`src/rtl/regfile_pkg.sv`:
```
// regfile_pkg: shared state enum and default sizes for regfile_sb
package regfile_pkg;
  typedef enum logic {RF_CLEAR, RF_RUN} rf_state_e;
  localparam int XLEN_DEF = 32;
  localparam int NREG_DEF = 32;
endpackage

```
`src/rtl/regfile_rdport.sv`:
```
// regfile_rdport: one read port (run gate, storage mux, write bypass, zero-register mask); in regs/pend/wr_*, addr; out data/busy
module regfile_rdport
  import regfile_pkg::*;
#(
  parameter int XLEN = XLEN_DEF,
  parameter int NREG = NREG_DEF,
  parameter int BYPASS = 1,
  parameter int ZERO_REG = 1,
  localparam int AW = $clog2(NREG)
) (
  input  logic              run,
  input  logic [NREG*XLEN-1:0] regs,
  input  logic [NREG-1:0]   pend,
  input  logic              wr_en,
  input  logic [AW-1:0]     wr_addr,
  input  logic [XLEN-1:0]   wr_data,
  input  logic [AW-1:0]     addr,
  output logic [XLEN-1:0]   data,
  output logic              busy
);
  logic mask, byp;
  always_comb begin
    mask = !run || (ZERO_REG != 0 && addr == '0);
    byp = BYPASS != 0 && wr_en && wr_addr == addr;
    data = mask ? '0 : byp ? wr_data : regs[int'(addr)*XLEN +: XLEN];
    busy = !mask && !byp && pend[addr];
  end
endmodule

```
`src/rtl/regfile_sb.sv`:
```
// regfile_sb: register file with NRD read ports, one write port, pending-bit scoreboard and post-reset clear sweep
module regfile_sb
  import regfile_pkg::*;
#(
  parameter int XLEN = XLEN_DEF,
  parameter int NREG = NREG_DEF,
  parameter int NRD = 2,
  parameter int BYPASS = 1,
  parameter int ZERO_REG = 1,
  localparam int AW = $clog2(NREG)
) (
  input  logic                clk,
  input  logic                rst,
  output logic                ready,
  input  logic [NRD*AW-1:0]   rs_addr,
  output logic [NRD*XLEN-1:0] rs_data,
  output logic [NRD-1:0]      rs_busy,
  input  logic                wr_en,
  input  logic [AW-1:0]       wr_addr,
  input  logic [XLEN-1:0]     wr_data,
  input  logic                rsv_en,
  input  logic [AW-1:0]       rsv_addr,
  output logic                dbl_rsv
);
  rf_state_e state, state_n;
  logic [AW-1:0] idx;
  logic [XLEN-1:0] mem [NREG];
  logic [NREG*XLEN-1:0] flat;
  logic [NREG-1:0] pend, pend_n;
  logic clr, we, rv;
  always_ff @(posedge clk)
    if (rst) state <= RF_CLEAR;
    else state <= state_n;
  always_comb state_n = (state == RF_CLEAR && idx == AW'(NREG - 1)) ? RF_RUN : state;
  always_comb begin
    ready = state == RF_RUN;
    clr = state == RF_CLEAR;
    we = ready && wr_en && !(ZERO_REG != 0 && wr_addr == '0);
    rv = ready && rsv_en && !(ZERO_REG != 0 && rsv_addr == '0);
  end
  always_ff @(posedge clk)
    if (rst) idx <= '0;
    else if (clr) idx <= idx + 1'b1;
  always_ff @(posedge clk)
    if (clr) mem[idx] <= '0;
    else if (we) mem[wr_addr] <= wr_data;
  always_comb begin
    pend_n = pend;
    if (we) pend_n[wr_addr] = 1'b0;
    if (rv) pend_n[rsv_addr] = 1'b1;
  end
  always_ff @(posedge clk)
    if (rst) pend <= '0;
    else pend <= pend_n;
  always_ff @(posedge clk)
    if (rst) dbl_rsv <= 1'b0;
    else if (rv && pend[rsv_addr] && !(we && wr_addr == rsv_addr)) dbl_rsv <= 1'b1;
  always_comb
    for (int k = 0; k < NREG; k++) flat[k*XLEN +: XLEN] = mem[k];
  for (genvar i = 0; i < NRD; i++) begin : g_rd
    regfile_rdport #(.XLEN(XLEN), .NREG(NREG), .BYPASS(BYPASS), .ZERO_REG(ZERO_REG)) u_rd (
      .run(ready),
      .regs(flat),
      .pend(pend),
      .wr_en(wr_en),
      .wr_addr(wr_addr),
      .wr_data(wr_data),
      .addr(rs_addr[i*AW +: AW]),
      .data(rs_data[i*XLEN +: XLEN]),
      .busy(rs_busy[i])
    );
  end
endmodule

```
`config.mk`:
```
export PLATFORM = sky130hd
export DESIGN_NAME = regfile_sb
export DESIGN_NICKNAME = d
export VERILOG_FILES = /design/src/rtl/regfile_pkg.sv /design/src/rtl/regfile_rdport.sv /design/src/rtl/regfile_sb.sv
export SDC_FILE = /design/constraint.sdc
export NUM_CORES = 1
export LEC_CHECK = 0
export BUFFER_PORTS_ARGS = -buffer_cell sky130_fd_sc_hd__buf_2
export CAP_MARGIN = 20
export CORE_MARGIN = 2
export CORE_UTILIZATION = 45
export CTS_CLUSTER_DIAMETER = 50
export CTS_CLUSTER_SIZE = 10
export DETAILED_ROUTE_END_ITERATION = 8
export PLACE_DENSITY = 0.62
export SYNTH_ARGS = -nofsm -noshare
export SYNTH_HDL_FRONTEND = slang
export SYNTH_SLANG_ARGS = --single-unit
```
`constraint.sdc`:
```
create_clock -name clk -period 10 [get_ports clk]
set_clock_uncertainty 0.2 [all_clocks]
set_input_delay 1 -clock clk [delete_from_list [all_inputs] [get_ports clk]]
set_output_delay 1 -clock clk [all_outputs]
set_load 0.01 [all_outputs]
```
# Word level (Yosys, flattened, before mapping)
# Memories as Yosys holds them, arrays and structs flattened.
# Index checks and enable logic that the tools add are counted.
# totals
regBits	39
output_inout_bits	68
memories	1
wordCells	76
input_bits	56
ram_bits	1024
# classes
n_addsub	1
reduce_logical	31
magnitude_cmp	6
n_eq_ne	4
bitwise_logic	4
n_shift	2
mux	23
# mem_list
name	depth	word_bits	read_ports	rd_ports_with_merged_regs	write_ports	line_no	rtl
mem	32	32	32	0	1	regfile_sb.sv:27	logic [XLEN-1:0] mem [NREG];
# ops
cell	n
variable part select 1024 x 11 -> 32 bit	2
two-way mux 32 bit	7
AND 32 bit	1
inverter 32 bit	1
bitwise OR 32 bit	1
OR reduction 32 bit	1
< comparator 5 x 6 -> 1 bit (second input constant)	4
zero test 5 bit	4
logical AND 1 bit	16
binary-select mux 1 bit (select 5 bit)	3
== test 5 bit	3
demux 1 bit (select 5 bit)	2
>= comparator 5 x 1 -> 1 bit (second input constant)	2
two-way mux 1 bit	10
zero test 1 bit	8
adder 5 x 1 -> 5 bit (second input constant)	1
== test 5 bit (second input constant)	1
two-way mux 5 bit	1
logical OR 1 bit	2
inverter 1 bit	1

# Longest topological paths before layout
# depth
ltp_word	9
mapped_depth	9

# Cells and area by module
# A second synthesis with hierarchy kept.
# unflattened
cells_unflattened	2949
hier_area_um2	50947.6
# by_module_without_submodules
mod	seq_area_each_um2	cells_each	n_inst	area_per_inst_um2
regfile_sb	31530.2	1361	1	33340.7
regfile_rdport	0.0	794	2	8803.4

# Worst setup path after synthesis
# No wires, ideal clock.
# synth_timing
path_kind	input-to-reg
start	input port wr_addr[0]
end	memory mem[19][0] in the netlist's numbering, enable pin
path_slack_ns	5.512
setup_ns	0.421
stages	7
arrival_time_ns	3.867
required_time_ns	9.379
cell_sequence	clkbuf_1 -> or4_1 -> o211a_2 -> buf_2 -> o21ai_1 -> nand2_1 -> nor2_1
# synth_via
elab_chain_cells	8
elab_cells_between_ends	9
classes_between	5 x mux; 4 x reduce/logical
# synth_rtl
element	line_no	rtl
start, declared	regfile_sb.sv:19	input logic [AW-1:0] wr_addr,
zero test 5 bit	regfile_sb.sv:38	we = ready && wr_en && !(ZERO_REG != 0 && wr_addr == '0);
zero test 1 bit	regfile_sb.sv:38	
logical AND 1 bit	regfile_sb.sv:38	
two-way mux 1 bit	regfile_sb.sv:46	else if (we) mem[wr_addr] <= wr_data;
two-way mux 1 bit	regfile_sb.sv:45	if (clr) mem[idx] <= '0;
two-way mux 1 bit (implied by the code)	regfile_sb.sv:46	
OR reduction 32 bit (no source line)	--	
two-way mux 5 bit (no source line) / two-way mux 1 bit (equally long branches)	--	
end, declared	regfile_sb.sv:27	
# Several ways; a longest one is shown, not always the timed one.

# Worst setup path after layout
# layout_timing
start	input port rs_addr[6]
end	output port rs_data[32]
# layout_via
elab_chain_cells	4
elab_cells_between_ends	7
classes_between	1 x eq/ne; 1 x shift; 2 x mux; 3 x reduce/logical
# layout_rtl
element	line_no	rtl
start, declared	regfile_sb.sv:15	input logic [NRD*AW-1:0] rs_addr,
branches (longest 3 deep; another with variable part select 1024 x 11 -> 32 bit)	--	
two-way mux 32 bit *	regfile_rdport.sv:25	data = mask ? '0 : byp ? wr_data : regs[int'(addr)*XLEN +: XLEN];
end, declared	regfile_sb.sv:16	output logic [NRD*XLEN-1:0] rs_data,
# Mark *: on every way between the ends.

==> run_results.csv <==
group,metric,value,unit
finish,drive_above_1_share,0.336,
die,fp-row-count,122,
clocking,cts_setup_buffers,0,
global_route,grt_pass1_vias,30900,
die,die-area,115000,sq um
clocking,cts.sinks,1063,
timing,post-route-period-util,0.617,
clocking,holdBufCountCts,0,
logic_synthesis,synth_cell_types,64,
status,status,"finished, final reports clean",
clocking,cts_buffers,137,
logic_synthesis,synth_edf_count,1024,
timing,fmax,162,MHz
critical_path,worst_ep_required_time,8800,ps
routing,detail_route.iter0.violations,4029,
timing,finalHoldViolations,0,
die,die_width,339,microns
critical_path,crit_fanout,67,
global_route,grt_start_max_net_pins,121,
routing,route.detailed.drc,0,
logic_synthesis,avgSynthCellArea,18.6,sq um
placement,port_buffers,123,
die,core_area,111000,sq um
critical_path,path_class,"primary input to output port",
pwr,finalPower,10.3,mW
timing,drv_slew,0,
logic_synthesis,syn_inst,2707,
critical_path,cp-end-kind,"output port",
global_route,grt_pass1_wl,226000,microns
timing,finalSetupViolCount,0,
pwr,leakagePower,17.1,nW
routing,routed_wl,159000,microns
logic_synthesis,synth.cell_area,50400,sq um
clocking,post_cts_resized,0,
clocking,cts_root_buf,"clkbuf_16",
finish,fin_cells,4370,
die,io_pins,124,
placement,dp_hpwl,87200,microns
timing,setup_ws,3830,ps
pwr,power.density,180,nW/um^2
routing,routedWlPerCell,36.3,microns
pwr,vdd_drop_max,0.000180,V
global_route,grtUsageTotal,0.277,
critical_path,cp-start-kind,"primary input",
placement,place_congestion,0.843,
placement,place_area,52800,sq um
job,drv_cap,0,
logic_synthesis,seq_area_frac_synth,0.626,
logic_synthesis,synth_nets,2765,
timing,setup_tns,0,ps
finish,n_fill_cell,8731,
finish,fin_area,57100,sq um
routing,via_per_inst,6.92,
timing,post-route-min-period,6170,ps
finish,nets,2878,
clocking,clock_latency,760,ps
timing,max_slew_margin,0.248,
global_route,grt_overflow,0,
placement,dp.cells,4164,
timing,whs,273,ps
logic_synthesis,yosys_most_used_dff,"edfxtp_1",
clocking,clkSlewWorstSetupHoldPaths,50,ps
routing,vias,30200,
routing,ant_nets,0,
critical_path,arrival,4970,ps
finish,n_antenna_cell,0,
finish,post-route-util,0.515,
logic_synthesis,synth-seq-cells,1063,
logic_synthesis,async_flop_share,0,
finish,syn_to_final_growth,13.4,%
clocking,h-tree-depth,4,
die,die_y,339,microns
routing,dr.pass1.iters,6,
timing,tightest_slew,1130,ps
die,start_util,0.455,
placement,dp_slack,3980,ps
timing,rsz0062_at_grt,"false",
global_route,grt_antenna_before_repair,2,
clocking,cts_max_path_buffers,3,
worst_hold_path,hold_class,"flop to flop",
logic_synthesis,yosys_warnings,0,
clocking,tritoncts,"built",
flip-flops by register name, summed over array words and instances (netlist names):
| register | count |
|---|---|
| mem | 1024 |
| pend | 32 |
| idx | 5 |
| dbl_rsv | 1 |
| ready | 1 |
path summary, 6_finish.rpt:
kind / startpoint / to / slack (ps) / depth (start not counted)
worst max register to register: ready$_SDFFE_PP0P_ / mem[12][13]$_DFFE_PP_ / 5320 / 6
worst min-delay path: dbl_rsv$_SDFFE_PP0P_ / dbl_rsv$_SDFFE_PP0P_ / 270 / 2
worst min register to register: dbl_rsv$_SDFFE_PP0P_ / dbl_rsv$_SDFFE_PP0P_ / 270 / 2
worst max-delay path: rs_addr[6] / rs_data[32] / 3830 / 8
cell usage after synthesis (7+ instances only):
library cell | instances | share of area
mux2_1 | 7 | 0.0016
o21ai_0 | 66 | 0.0066
mux2i_1 | 120 | 0.024
a211oi_1 | 21 | 0.0031
o221ai_1 | 16 | 0.0028
o21ai_1 | 19 | 0.0019
buf_6 | 11 | 0.0025
dfxtp_1 | 39 | 0.015
buf_2 | 66 | 0.0066
nand3_1 | 42 | 0.0042
o22ai_1 | 18 | 0.0022
nor2_1 | 56 | 0.0042
nor2b_1 | 33 | 0.0041
a21oi_1 | 44 | 0.0044
nand2_1 | 141 | 0.011
buf_1 | 20 | 0.0015
inv_1 | 7 | 0.00052
xor2_1 | 12 | 0.0021
nand2b_1 | 10 | 0.0012
edfxtp_1 | 1024 | 0.61
mux4_2 | 528 | 0.24
mux2_2 | 9 | 0.0020
and2_1 | 34 | 0.0042
clkbuf_1 | 115 | 0.0086
buf_4 | 14 | 0.0021
a22oi_1 | 120 | 0.018
a32o_1 | 31 | 0.0062
critical path: stages:
cell and delay [ps]:
buf_8 430, buf_4 930, buf_4 910, mux4_2 430, mux2i_1 440, a22oi_1 130
a32o_1 280, buf_2 140
layer usage:
layer  GRT usage  vias to the layer above  share of wire
met4      0.0984                        2          0.033
met2       0.431                     1863           0.47
li1            -                    11800              -
met5           0                        -       0.000082
met1       0.384                    16300           0.39
met3      0.0659                      306           0.11
cell usage in the layout, fill, tap and decap left out, drive strengths merged, types with 10 or more instances in the layout:
cell type,n
a211oi,21
a21oi,44
a22oi,122
a32o,31
and2,35
buf,200
bufinv,12
clkbuf,154
clkinv,26
dfxtp,39
edfxtp,1024
inv,13
mux2,16
mux2i,120
mux4,528
nand2,141
nand2b,10
nand3,42
nor2,56
nor2b,33
o21ai,85
o221ai,16
o22ai,18
xor2,12
report_power, final:
part,leakage [nW],switching [mW],internal [mW]
clock,2.06,1.87,2.85
sequential,8.74,0.0235,4.87
combinational,6.33,0.403,0.275
total,17.1,2.30,8.00
logic make-up after synthesis:
family / synth area share
adders and majority gates: 0.000497
AOI/OAI and AO/OA: 0.0516
buffers and inverters: 0.0218
and+or+nand+nor: 0.0339
muxes: 0.263
DFF: 0.626
xor gates and xnor gates: 0.00296
area by class of cell:
type | count | area [sq um] | share of cell area
clock buffers | 154 | 3570 | 0.0624
repair buffers | 200 | 1370 | 0.0241
flip-flops and latches | 1063 | 31500 | 0.552
multi-input cells | 1410 | 18100 | 0.316
clock inverters | 47 | 679 | 0.0119
well taps | 1488 | 1860 | 0.0326
inverters | 8 | 31.3 | 0.000548
Note: power is estimated with default switching activity, not from simulation.
